==> config.mk <==
export PLATFORM = sky130hd
export DESIGN_NAME = seq_divider
export DESIGN_NICKNAME = d
export VERILOG_FILES = /design/src/rtl/seq_divider_pkg.sv /design/src/rtl/seq_divider_div_step.sv /design/src/rtl/seq_divider.sv
export SDC_FILE = /design/constraint.sdc
export NUM_CORES = 1
export LEC_CHECK = 0
export BUFFER_PORTS_ARGS = -buffer_cell sky130_fd_sc_hd__buf_2
export CAP_MARGIN = 20
export CELL_PAD_IN_SITES_DETAIL_PLACEMENT = 0
export CELL_PAD_IN_SITES_GLOBAL_PLACEMENT = 1
export CORE_ASPECT_RATIO = 1.2
export CORE_MARGIN = 4
export CORE_UTILIZATION = 45
export CTS_CLUSTER_DIAMETER = 50
export DETAILED_ROUTE_END_ITERATION = 16
export PLACE_DENSITY = 0.84
export SLEW_MARGIN = 20
export SYNTH_ARGS = -nofsm -noshare
export SYNTH_HDL_FRONTEND = slang
export SYNTH_HIERARCHICAL = 1
export SYNTH_SLANG_ARGS = --single-unit
export TNS_END_PERCENT = 30
==> constraint.sdc <==
create_clock -name clk_i -period 3.22 [get_ports clk_i]
set_clock_uncertainty 0.15 [all_clocks]
set_input_delay 0.161 -clock clk_i [delete_from_list [all_inputs] [get_ports clk_i]]
set_output_delay 0.161 -clock clk_i [all_outputs]
set_load 0.05 [all_outputs]
==> src/rtl/seq_divider_pkg.sv <==
`default_nettype none
// +----------------------------------------------------------------------+
// | Module  : seq_divider_pkg                                            |
// | Brief   : Shared ALU opcodes and divider state encodings.            |
// | Rev     : 1.0                                                        |
// +----------------------------------------------------------------------+
package seq_divider_pkg;

    localparam logic [1:0] c_op_add = 2'd0;
    localparam logic [1:0] c_op_sub = 2'd1;
    localparam logic [1:0] c_op_mul = 2'd2;
    localparam logic [1:0] c_op_div = 2'd3;

    typedef enum logic [1:0] {
        DIV_IDLE = 2'd0,
        DIV_CALC = 2'd1,
        DIV_DONE = 2'd2
    } div_state_t;

endpackage
`default_nettype wire

==> src/rtl/seq_divider_div_step.sv <==
`default_nettype none
// +----------------------------------------------------------------------+
// | Module  : seq_divider_div_step                                       |
// | Brief   : One restoring shift/trial-subtract step, combinational.    |
// | Rev     : 1.0                                                        |
// +----------------------------------------------------------------------+
module seq_divider_div_step
    import seq_divider_pkg::*;
#(
    parameter int WIDTH = 8
) (
    input  logic [WIDTH:0] i_rem,
    input  logic [WIDTH:0] i_dq,
    input  logic [WIDTH:0] i_dvs_mag,
    output logic [WIDTH:0] o_rem,
    output logic [WIDTH:0] o_dq
);

    logic [WIDTH+1:0] w_rem_sh;
    logic [WIDTH+1:0] w_trial;

    // One extra bit on the trial so its MSB is a reliable borrow/sign.
    always_comb begin
        w_rem_sh = {i_rem, i_dq[WIDTH]};
        w_trial  = w_rem_sh - {1'b0, i_dvs_mag};
        if (!w_trial[WIDTH+1]) begin
            o_rem = w_trial[WIDTH:0];
            o_dq  = {i_dq[WIDTH-1:0], 1'b1};
        end else begin
            o_rem = w_rem_sh[WIDTH:0];
            o_dq  = {i_dq[WIDTH-1:0], 1'b0};
        end
    end

endmodule
`default_nettype wire

==> src/rtl/seq_divider.sv <==
`default_nettype none
// +----------------------------------------------------------------------+
// | Module  : seq_divider                                                |
// | Brief   : Sequential signed restoring divider, one bit per clock.    |
// | Rev     : 1.0                                                        |
// +----------------------------------------------------------------------+
module seq_divider
    import seq_divider_pkg::*;
#(
    parameter int WIDTH = 8
) (
    input  logic             clk_i,
    input  logic             rst_ni,
    input  logic             start_i,
    input  logic [WIDTH-1:0] dividend_i,
    input  logic [WIDTH-1:0] divisor_i,
    output logic             busy_o,
    output logic             done_o,
    output logic [WIDTH-1:0] quotient_o,
    output logic [WIDTH-1:0] remainder_o,
    output logic             div_zero_o,
    output logic             overflow_o
);

    localparam int               c_cnt_w = (WIDTH > 1) ? $clog2(WIDTH) : 1;
    localparam logic [c_cnt_w-1:0] c_last = c_cnt_w'(WIDTH - 1);
    localparam logic [WIDTH-1:0]   c_min  = {1'b1, {(WIDTH-1){1'b0}}};

    div_state_t         r_state;
    div_state_t         w_next_state;
    logic               w_accept;

    logic [c_cnt_w-1:0] r_cnt;
    logic [WIDTH-1:0]   r_dvd;
    logic               r_dvs_neg;
    logic [WIDTH:0]     r_dvs_mag;
    logic [WIDTH:0]     r_rem;
    logic [WIDTH:0]     r_dq;

    logic [WIDTH:0]     w_dvd_ext;
    logic [WIDTH:0]     w_dvs_ext;
    logic [WIDTH:0]     w_dvd_mag;
    logic [WIDTH:0]     w_dvs_mag;
    logic [WIDTH:0]     w_rem_next;
    logic [WIDTH:0]     w_dq_next;
    logic               w_q_neg;
    logic               w_ovf;

    logic               r_busy;
    logic               r_done;
    logic [WIDTH-1:0]   r_quotient;
    logic [WIDTH-1:0]   r_remainder;
    logic               r_div_zero;
    logic               r_overflow;

    // Sign-extend before negating so the most negative value keeps its magnitude.
    assign w_dvd_ext = {dividend_i[WIDTH-1], dividend_i};
    assign w_dvs_ext = {divisor_i[WIDTH-1], divisor_i};
    assign w_dvd_mag = dividend_i[WIDTH-1] ? (~w_dvd_ext + 1'b1) : w_dvd_ext;
    assign w_dvs_mag = divisor_i[WIDTH-1]  ? (~w_dvs_ext + 1'b1) : w_dvs_ext;

    assign w_q_neg = r_dvd[WIDTH-1] ^ r_dvs_neg;
    assign w_ovf   = (r_dvd == c_min) && r_dvs_neg && (r_dvs_mag == (WIDTH+1)'(1));

    seq_divider_div_step #(
        .WIDTH     (WIDTH)
    ) u_div_step (
        .i_rem     (r_rem),
        .i_dq      (r_dq),
        .i_dvs_mag (r_dvs_mag),
        .o_rem     (w_rem_next),
        .o_dq      (w_dq_next)
    );

    always_ff @(posedge clk_i or negedge rst_ni) begin
        if (!rst_ni) begin
            r_state <= DIV_IDLE;
        end else begin
            r_state <= w_next_state;
        end
    end

    always_comb begin
        w_next_state = r_state;
        w_accept     = 1'b0;
        case (r_state)
            DIV_IDLE: begin
                if (start_i) begin
                    w_accept     = 1'b1;
                    w_next_state = (divisor_i == '0) ? DIV_DONE : DIV_CALC;
                end
            end
            DIV_CALC: begin
                if (r_cnt == c_last) begin
                    w_next_state = DIV_DONE;
                end
            end
            DIV_DONE: begin
                w_next_state = DIV_IDLE;
            end
            default: begin
                w_next_state = DIV_IDLE;
            end
        endcase
    end

    always_ff @(posedge clk_i or negedge rst_ni) begin
        if (!rst_ni) begin
            r_cnt       <= '0;
            r_dvd       <= '0;
            r_dvs_neg   <= 1'b0;
            r_dvs_mag   <= '0;
            r_rem       <= '0;
            r_dq        <= '0;
            r_busy      <= 1'b0;
            r_done      <= 1'b0;
            r_quotient  <= '0;
            r_remainder <= '0;
            r_div_zero  <= 1'b0;
            r_overflow  <= 1'b0;
        end else begin
            r_done <= 1'b0;
            if (w_accept) begin
                r_dvd     <= dividend_i;
                r_dvs_neg <= divisor_i[WIDTH-1];
                r_dvs_mag <= w_dvs_mag;
                // Pre-shift so the WIDTH magnitude bits feed in over WIDTH steps.
                r_dq      <= w_dvd_mag << 1;
                r_rem     <= '0;
                r_cnt     <= '0;
                r_busy    <= 1'b1;
            end else if (r_state == DIV_CALC) begin
                r_rem <= w_rem_next;
                r_dq  <= w_dq_next;
                r_cnt <= r_cnt + 1'b1;
            end else if (r_state == DIV_DONE) begin
                r_busy <= 1'b0;
                r_done <= 1'b1;
                if (r_dvs_mag == '0) begin
                    r_quotient  <= '0;
                    r_remainder <= r_dvd;
                    r_div_zero  <= 1'b1;
                    r_overflow  <= 1'b0;
                end else begin
                    r_quotient  <= WIDTH'(w_q_neg ? (~r_dq + 1'b1) : r_dq);
                    r_remainder <= WIDTH'(r_dvd[WIDTH-1] ? (~r_rem + 1'b1) : r_rem);
                    r_div_zero  <= 1'b0;
                    r_overflow  <= w_ovf;
                end
            end
        end
    end

    assign busy_o      = r_busy;
    assign done_o      = r_done;
    assign quotient_o  = r_quotient;
    assign remainder_o = r_remainder;
    assign div_zero_o  = r_div_zero;
    assign overflow_o  = r_overflow;

endmodule
`default_nettype wire
==> results.md <==
* Sequential-to-total area share from yosys stat at 42.6%
* Initial antenna violation count at 0
* CP max FO at 8
* Initial Utilization at 46.5%
* Max-cap check violation count at 0
* Fmax at 385 MHz
* Final period utilization at 80.6%
* Synth Warn # at 6
* Dpl cells at 489
* Worst R2R End: r_rem[3]
* Port Buffers at 38
* Critical Path Max Stage Delay at 460 ps
* Final setup vio count at 0
* Ant diodes at 0
* Area delta synth->final at 14.8%
* Status: finished, final reports clean
* Share of the synthesized area in the top cell type at 42.6%
* Multi-input logic area at 0.00183 sq mm
* Core box area at 0.00771 sq mm
* Count leader, synth: dfrtp_1
* Avg Cell Area, Syn at 9.48 sq um
* Rows at 35
* Reg-to-Reg Start: r_rem[3]
* TritonRoute pass-1 iters at 5
* Net Count, Synth at 413
* Critical path startpoint category: flop
* Final hold slack at 15.2 ps
* # clock sinks at 61
* EDFF count, synth at 0
* Routed wire length at 7.91 mm
* DP Worst Slack at 633 ps
* Die area at 0.00946 sq mm
* FILL cells at 715
* Initial drt markers at 94
* Worst hold path class: in2reg
* First-pass GRT wire length at 13.6 mm
* Crit path buffers/inverters at 1
* CTS tree: built
* Ports at 39
* Post-route design area at 0.00411 sq mm
* Cell at the root of the clock tree: clkbuf_8
* Die W at 89.5 um
* Max-slew violations at 0
* Leak at 1.95 nW
* Required time worst endpoint at 3300 ps
* Slowest CP cell: dfrtp_1
* Placed cell area at 0.00378 sq mm
* Inserted Clock Buffers at 9
* CP top delay family: compound AO/OA/AOI/OAI gates
* Setup ws final at 626 ps
* Largest net degree at the start of global routing at 44
* Max Buffers Root-to-Sink at 2
* Design Power at 4.99 mW
* Drt drc at 0
* Total GRT Usage at 18.4%
* Dpl hpwl at 5.98 mm
* Worst path arrival time at 2670 ps
* Hold-fix buffers, CTS at 11
* Setup TNS at 0 ps
* Async set-reset flop share out of synthesis at 100%
* Hold Fails Final Rpt at 0
* Grt ovf at 0
* Mapped Area at 0.00358 sq mm
* Cell taking the most area after synthesis: dfrtp_1
* Final non-filler cell total at 516
* Critical path class: reg2reg
* Area contributors post-synth: dfrtp_1 43%, nand2_1 6.2%, ha_1 5.2%
* Worst slew margin at 47.0%
* Pwr/cell area at 1210 mW/mm^2
* RSZ-0062 raised after global routing: no
* Count of cell types in the netlist at 58
* Main synth FF type: dfrtp_1
* Fin nets at 454
* Via Count at 2,826
* Post-DR wirelength/cell at 15.3 um
* Hold wc startpoint: divisor_i[5]
* Setup bufs post-CTS at 0
* FF+latch count, synth at 61
* Synth cell count leaders: 61 x dfrtp_1, 59 x nand2_1, 35 x o21ai_0
* FF+latch area at 0.00153 sq mm
* Vias/cell at 5.48
* Worst VDD drop at 0.634 mV
* CTS-repair resized insts at 0
* Syn Inst Count at 378
* Hold endpoint: r_dvs_mag[5]
* Final Util at 53.4%
* Crit. End Element: flop
* Post-route ant nets at 0
* H-tree levels at 3
* Vias in the first global route at 2,814
* GP Congestion at 0.875
* Min Tclk post-route at 2590 ps
* Die Ht at 106 um
* Critical Path, Cell by Cell: ha_1, and2_1, a21bo_1, a211o_1, o211ai_2, inv_6, mux2_4, a22o_1
* R2r setup slk at 630 ps
* R2R depth at 8
* Hold Crit Depth at 3
* Layout cell share with drive strength beyond 1 at 17.7%
* Worst Max-Slew Pin Slew at 792 ps
* CTS clk-pin slew, worst paths at 70 ps
* Worst skew pair latency at 340 ps
-- per-layer routing --
layer	global-route usage (%)	wire, um	vias to the layer above
li1	-	-	1410
met1	23.3	3440	1353
met2	30.5	4050	57
met3	4.46	291	6
met4	5.32	121	0
met5	0	0	-
-- worst min-delay path: stages --
cell     delay, ps
buf_2          110
xor2_1          70
o21ai_0        130
-- state kept, by name, summed over array words and instances (netlist names) --
name	flops
r_cnt	3
div_zero_o	1
busy_o	1
r_dvs_mag	9
quotient_o	8
r_dvd	8
remainder_o	8
r_state	2
done_o	1
r_dq	9
overflow_o	1
r_dvs_neg	1
r_rem	9
-- worst max path at each step --
stage	startpoint	endpoint	cells past startpoint
after floorplan	r_rem[3]	r_rem[2]	8
after global placement	r_rem[3]	r_rem[6]	8
after CTS	r_rem[3]	r_rem[3]	8
final	r_rem[3]	r_rem[3]	8
after global routing	r_rem[5]	r_rem[2]	8
after detailed placement	r_rem[3]	r_rem[5]	8
-- cells in the final DEF, fill, tap and decap left out, types with 5 or more instances in the layout --
| master | n |
|---|---|
| a21oi_1 | 12 |
| xor2_1 | 10 |
| nor2_1 | 16 |
| dfrtp_1 | 61 |
| o21ai_0 | 35 |
| a22oi_1 | 9 |
| mux2i_1 | 6 |
| a22o_1 | 10 |
| nor4_1 | 5 |
| nand2_1 | 59 |
| clkbuf_8 | 9 |
| nand2b_1 | 7 |
| inv_1 | 22 |
| buf_2 | 38 |
| mux2_4 | 7 |
| xnor2_1 | 19 |
| dlygate4sd3_1 | 11 |
| ha_1 | 15 |
-- cell type report --
cell class | instances | share of cell area (%)
Multi-Input combinational cell | 271 | 44.4
Sequential cell | 61 | 37.1
Timing Repair Buffer | 53 | 8.03
Clock buffer | 9 | 3.01
Tap cell | 92 | 2.80
Clock inverter | 7 | 2.40
Inverter | 23 | 2.22
-- where the power goes --
group          switching (mW)  leakage (nW)  internal, mW  total, mW
logic                    1.52          1.08          1.22       2.75
registers               0.362         0.752          1.12       1.49
clock network           0.317         0.110         0.439      0.756
-- cells by family after synthesis --
logic type	after synthesis	share of synthesized area, %
flip-flops	61	42.6
multiplexers	13	4.61
AND/OR/NAND/NOR	113	15.0
buffers and inverters	46	6.42
AO/OA/AOI/OAI	100	18.5
adder cells (fa/ha/maj)	16	5.79
XOR/XNOR	29	7.09
Note: power is estimated with default switching activity, not from simulation.
